`config.mk`:
```
export PLATFORM = sky130hd
export DESIGN_NAME = shifter_pipe_flat
export DESIGN_NICKNAME = d
export VERILOG_FILES = /design/src/rtl/shifter_pipe_if.sv /design/src/rtl/shifter_pipe.sv /design/src/flat_wrapper.sv
export SDC_FILE = /design/constraint.sdc
export NUM_CORES = 1
export LEC_CHECK = 0
export BUFFER_PORTS_ARGS = -buffer_cell sky130_fd_sc_hd__buf_2
export CELL_PAD_IN_SITES_DETAIL_PLACEMENT = 1
export CELL_PAD_IN_SITES_GLOBAL_PLACEMENT = 1
export CORE_ASPECT_RATIO = 0.75
export CORE_MARGIN = 3
export CORE_UTILIZATION = 32
export CTS_CLUSTER_DIAMETER = 30
export CTS_CLUSTER_SIZE = 40
export DETAILED_ROUTE_END_ITERATION = 6
export HOLD_SLACK_MARGIN = 0.05
export PLACE_DENSITY = 0.8
export RECOVER_POWER = 100
export SYNTH_ARGS = -nofsm -noshare
export SYNTH_HDL_FRONTEND = slang
export SYNTH_SLANG_ARGS = --single-unit
```
`constraint.sdc`:
```
create_clock -name clk -period 4.4 [get_ports clk]
set_clock_uncertainty 0.15 [all_clocks]
set_input_delay 0.66 -clock clk [delete_from_list [all_inputs] [get_ports clk]]
set_output_delay 0.66 -clock clk [all_outputs]
set_load 0.01 [all_outputs]
```
`src/rtl/shifter_pipe_if.sv`:
```
// Handshake bundle for shifter_pipe: operand/request side and result side.
// The design connects through the slave modport; producers/consumers use master.
interface shifter_pipe_if #(
  parameter int unsigned DATA  = 8,
  parameter int unsigned SHAMT = 3
);
  logic              in_valid;
  logic              in_ready;
  logic [DATA-1:0]   in;
  logic [SHAMT-1:0]  shamt;
  logic [2:0]        op;
  logic              out_valid;
  logic              out_ready;
  logic [DATA-1:0]   out;
  logic              busy;

  modport master (
    output in_valid, in, shamt, op, out_ready,
    input  in_ready, out_valid, out, busy
  );

  modport slave (
    input  in_valid, in, shamt, op, out_ready,
    output in_ready, out_valid, out, busy
  );
endinterface

```
`src/rtl/shifter_pipe.sv`:
```
// Pipelined barrel shifter. Shift level b (amount 2^b) is applied in the logic
// feeding stage floor(b*STAGES/SHAMT); each stage carries data, op and shamt.
// Per-stage load enables collapse bubbles and propagate back-pressure.
module shifter_pipe #(
  parameter int unsigned DATA   = 8,
  parameter int unsigned SHAMT  = 3,
  parameter int unsigned STAGES = 1
) (
  input  logic         clk,
  input  logic         reset,
  shifter_pipe_if.slave bus
);

  typedef enum logic [2:0] {
    OP_SLL = 3'b000,
    OP_SRL = 3'b001,
    OP_SRA = 3'b010,
    OP_ROL = 3'b011,
    OP_ROR = 3'b100
  } op_e;

  logic [STAGES-1:0] v_q, v_d;
  logic [DATA-1:0]   data_q [STAGES];
  logic [DATA-1:0]   data_d [STAGES];
  logic [2:0]        op_q   [STAGES];
  logic [2:0]        op_d   [STAGES];
  logic [SHAMT-1:0]  sh_q   [STAGES];
  logic [SHAMT-1:0]  sh_d   [STAGES];
  logic [STAGES:0]   ld;

  logic              src_v;
  logic [DATA-1:0]   src_data;
  logic [2:0]        src_op;
  logic [SHAMT-1:0]  src_sh;

  // One shift level by a fixed amount; 1 <= amt < DATA always holds here.
  // For SRA the current MSB equals the original operand's MSB, since earlier
  // levels only ever replicated it.
  function automatic logic [DATA-1:0] shift_level(
    input logic [DATA-1:0] d,
    input logic [2:0]      op,
    input int unsigned     amt
  );
    logic [DATA-1:0] r;
    case (op_e'(op))
      OP_SLL:  r = d << amt;
      OP_SRL:  r = d >> amt;
      OP_SRA:  r = (d >> amt) | ({DATA{d[DATA-1]}} << (DATA - amt));
      OP_ROL:  r = (d << amt) | (d >> (DATA - amt));
      OP_ROR:  r = (d >> amt) | (d << (DATA - amt));
      default: r = d;
    endcase
    return r;
  endfunction

  // Load enables: a stage may load if it is empty or its occupant moves on.
  always_comb begin
    ld = '0;
    ld[STAGES] = bus.out_ready;
    for (int unsigned j = 0; j < STAGES; j++) begin
      ld[STAGES-1-j] = !v_q[STAGES-1-j] || ld[STAGES-j];
    end
  end

  // Next-state per stage: take upstream entry (with its levels applied) or hold.
  always_comb begin
    src_v    = 1'b0;
    src_data = '0;
    src_op   = '0;
    src_sh   = '0;
    for (int unsigned k = 0; k < STAGES; k++) begin
      if (k == 0) begin
        src_v    = bus.in_valid;
        src_data = bus.in;
        src_op   = bus.op;
        src_sh   = bus.shamt;
      end else begin
        src_v    = v_q[(k > 0) ? k - 1 : 0];
        src_data = data_q[(k > 0) ? k - 1 : 0];
        src_op   = op_q[(k > 0) ? k - 1 : 0];
        src_sh   = sh_q[(k > 0) ? k - 1 : 0];
      end
      for (int unsigned b = 0; b < SHAMT; b++) begin
        if (((b * STAGES) / SHAMT) == k && src_sh[b]) begin
          src_data = shift_level(src_data, src_op, 1 << b);
        end
      end
      v_d[k]    = v_q[k];
      data_d[k] = data_q[k];
      op_d[k]   = op_q[k];
      sh_d[k]   = sh_q[k];
      if (ld[k]) begin
        v_d[k]    = src_v;
        data_d[k] = src_data;
        op_d[k]   = src_op;
        sh_d[k]   = src_sh;
      end
    end
  end

  // Stage registers; reset only clears the valid bits.
  always_ff @(posedge clk) begin
    if (reset) begin
      v_q <= '0;
    end else begin
      v_q <= v_d;
    end
    for (int unsigned k = 0; k < STAGES; k++) begin
      data_q[k] <= data_d[k];
      op_q[k]   <= op_d[k];
      sh_q[k]   <= sh_d[k];
    end
  end

  assign bus.in_ready  = ld[0];
  assign bus.out_valid = v_q[STAGES-1];
  assign bus.out       = v_q[STAGES-1] ? data_q[STAGES-1] : '0;
  assign bus.busy      = |v_q;

endmodule

```
`src/flat_wrapper.sv`:
```
// flat-port wrapper written by rule: the top's interface ports become plain ports
module shifter_pipe_flat 
#(
  parameter int unsigned DATA   = 8,
  parameter int unsigned SHAMT  = 3,
  parameter int unsigned STAGES = 1
)
  (clk, reset, bus_in_valid, bus_in, bus_shamt, bus_op, bus_out_ready, bus_in_ready, bus_out_valid, bus_out, bus_busy);
  shifter_pipe_if #(.DATA(DATA), .SHAMT(SHAMT)) bus_i ();
  input  logic clk;
  input  logic reset;
  input wire logic [$bits(bus_i.in_valid)-1:0] bus_in_valid;
  input wire logic [$bits(bus_i.in)-1:0] bus_in;
  input wire logic [$bits(bus_i.shamt)-1:0] bus_shamt;
  input wire logic [$bits(bus_i.op)-1:0] bus_op;
  input wire logic [$bits(bus_i.out_ready)-1:0] bus_out_ready;
  output wire logic [$bits(bus_i.in_ready)-1:0] bus_in_ready;
  output wire logic [$bits(bus_i.out_valid)-1:0] bus_out_valid;
  output wire logic [$bits(bus_i.out)-1:0] bus_out;
  output wire logic [$bits(bus_i.busy)-1:0] bus_busy;
  assign bus_i.in_valid = bus_in_valid;
  assign bus_i.in = bus_in;
  assign bus_i.shamt = bus_shamt;
  assign bus_i.op = bus_op;
  assign bus_i.out_ready = bus_out_ready;
  assign bus_in_ready = bus_i.in_ready;
  assign bus_out_valid = bus_i.out_valid;
  assign bus_out = bus_i.out;
  assign bus_busy = bus_i.busy;
  shifter_pipe #(.DATA(DATA), .SHAMT(SHAMT), .STAGES(STAGES)) u_core (.clk(clk), .reset(reset), .bus(bus_i));
endmodule
```
==> results.py <==
metrics = {
    "status": {
        "status": "finished, final reports clean",
    },
    "grt": {
        "grt_antenna_before_repair": 0,
        "overflow": 0,
        "grt_pass1_wl_um": 6640,
        "track_usage_pct": 18.6,
        "grt_pass1_vias": 1306,
        "grt_max_degree": 24,
    },
    "sta": {
        "period_needed_ps": 3290,
        "clock.fmax_mhz": 304,
        "rsz0062_at_grt": "no",
        "finalSetupTns_ps": 0,
        "setup_viol": 0,
        "slew_headroom_pct": 14.5,
        "hold_viol": 0,
        "slew_viol_final": 0,
        "tightestPinTransition_ps": 1270,
        "fin_crit_sh_pct": 74.8,
    },
    "floorplan": {
        "die_w_um": 76.1,
        "initial_utilization_pct": 34.7,
        "die_h_um": 58.6,
        "num_io_pins": 29,
        "die_area_mm2": 0.00446,
        "rows": 18,
        "core_area_mm2": 0.00340,
    },
    "clocking": {
        "path_clk_slew_ps": 40,
        "clk_latency_ps": 230,
        "clkSinkCount": 9,
        "cts_tree": "done",
        "numCtsBuffers": 3,
        "root_buffer": "clkbuf_8",
        "cts_max_path_buffers": 2,
        "h-tree-depth": 1,
        "postCtsHoldBufs": 0,
        "cts_resized": 0,
        "postCtsSetupBuffers": 0,
    },
    "synthesis": {
        "synth_edf_count": 8,
        "ys_async_sr_fraction_pct": 0,
        "yosysSeqAreaShare_pct": 22.1,
        "syn_inst": 153,
        "synthFlopType": "edfxtp_1",
        "ys_ff_latch": 9,
        "synth_cell_types": 47,
        "yosysWarnings": 0,
        "synth_area_mm2": 0.00118,
        "synth_nets": 171,
        "avgSynthCellArea_um2": 7.71,
    },
    "hold_path": {
        "hp-class": "in2reg",
        "min_from": "reset",
    },
    "worst_setup_path": {
        "required_ps": 4220,
        "cp-startpoint": "bus_op[0]",
        "endpoint_kind": "flip-flop",
        "reg2reg_from": "u_core.bus.busy$_SDFFE_PP0P_",
        "setup.worst_path.start_class": "input pin",
        "cp.arrival_ps": 3110,
        "cp_max_fo": 14,
        "crit_type": "in2reg",
    },
    "pwr": {
        "p_per_area_mw_per_mm2": 249,
        "ir_drop_mv": 0.123,
        "power.total_w": 0.000338,
        "leakage_nw": 0.554,
    },
    "routing": {
        "drc_errors": 0,
        "finalWirelength_um": 3990,
        "wl_per_cell_um": 17.9,
        "first_pass_iters": 4,
        "num_vias": 1289,
        "via_per_inst": 5.78,
        "drt_iter0_drc": 167,
        "ant_nets": 0,
    },
    "layout": {
        "area_growth_pct": 15.4,
        "diodes": 0,
        "nets": 192,
        "drive_gt1_share_pct": 20.8,
    },
    "run": {
        "maxCapViolations": 0,
    },
    "place": {
        "numPortBuffers": 28,
        "place.gp.congestion": 0.950,
        "post-dp-hpwl_um": 3090,
    },
}
-- cell families (layout without fill, tap and decap cells) --
| family | count (synthesis) | after routing | share of synthesized area (%) |
|---|---|---|---|
| and+or+nand+nor | 59 | 59 | 27.1 |
| AOI/OAI and AO/OA | 57 | 57 | 33.7 |
| buffers and inverters | 18 | 38 | 7.10 |
| DFF | 9 | 9 | 22.1 |
| muxes | 7 | 7 | 6.15 |
| xor gates and xnor gates | 3 | 3 | 3.82 |
-- layout by cell type (no fill, tap or decap), types with 2 or more instances in the layout --
cell / n
nand2_1: 15
or3_1: 2
a22oi_1: 3
and2_1: 2
clkbuf_1: 5
o21ai_0: 7
a211oi_1: 2
nor3b_1: 2
and2_0: 8
a211o_1: 3
nor2_1: 8
a21oi_1: 11
nor2b_1: 2
or2_2: 2
a31oi_1: 4
mux2i_1: 5
edfxtp_1: 8
o21bai_1: 2
nand3_1: 5
clkbuf_8: 3
o211ai_1: 6
o22ai_1: 5
nand2b_1: 5
inv_1: 6
o32ai_1: 3
nand3b_1: 3
mux2_2: 2
o21a_1: 4
buf_2: 24
-- cells in the mapped netlist, types with 2 or more instances --
cell      count  area share (%)
nand2_1      15             4.8
a21oi_1      11             4.7
and2_1        9             4.8
edfxtp_1      8              20
nor2_1        8             2.5
inv_1         6             1.9
o211ai_1      6             3.8
o21ai_0       6             2.5
mux2i_1       5             4.2
nand2b_1      5             2.7
nand3_1       5             2.1
o22ai_1       5             2.7
a31oi_1       4             2.1
buf_2         4             1.7
clkbuf_1      4             1.3
o21a_1        4             2.5
a211o_1       3             2.2
a22oi_1       3             1.9
buf_4         3             1.9
nand3b_1      3             1.9
o32ai_1       3             2.2
a211oi_1      2             1.3
mux2_2        2             1.9
nor2b_1       2             1.1
nor3b_1       2             1.3
o21bai_1      2             1.3
or2_2         2             1.1
or3_1         2             1.1
-- final timing paths --
check | cells past startpoint | end | slack (ps)
worst max-delay path | 7 | u_core.data_q[0][6]$_DFFE_PP_ | 1110
worst min-delay path | 2 | u_core.bus.busy$_SDFFE_PP0P_ | 420
worst max register to register | 1 | u_core.data_q[0][2]$_DFFE_PP_ | 3080
worst min register to register | 2 | u_core.bus.busy$_SDFFE_PP0P_ | 800
-- power breakdown --
group | total (W) | switching, W | internal [W] | leakage [nW]
clock | 0.0000970 | 0.0000338 | 0.0000632 | 0.0228
combinational | 0.000129 | 0.0000798 | 0.0000494 | 0.439
sequential | 0.000112 | 0.00000405 | 0.000108 | 0.0921
total | 0.000338 | 0.000118 | 0.000221 | 0.554
-- sequential cells by signal, summed over array words and instances, names as in the netlist --
| name | count |
|---|---|
| u_core.bus.busy | 1 |
| u_core.data_q | 8 |
-- through the flow --
stage	util, %	std cells	setup WS [ps]	cell area (um^2)	hold WS [ps]
floorplan	-	153	1950	1180	579
global placement	38.9	219	1470	1320	664
detailed placement	38.9	219	1360	1320	672
CTS	40.2	223	1580	1370	421
global route	40.0	223	825	1360	419
finish	40.0	223	1110	1360	425
-- routing by layer --
layer / GRT usage [%] / share of wire (%)
met1: 25.5 / 45
met4: 2.84 / 0.58
met5: 0 / 0
met2: 31.4 / 44
met3: 3.82 / 10
-- layout make-up --
cell class | count | area (um^2)
fill | 441 | 2040
sequential | 9 | 260
inverter | 6 | 22.5
clock buffer | 4 | 45.0
timing repair buffer | 28 | 135
multi-input combinational | 126 | 836
tap | 50 | 62.6
-- critical path, cell delays in order --
cell and delay [ps]:
buf_2 200, o21ai_0 1010, nand2_1 440, a21oi_1 380, o32ai_1 170, a31oi_1 180
a21oi_1 70
(Power assumes the default switching activity.)
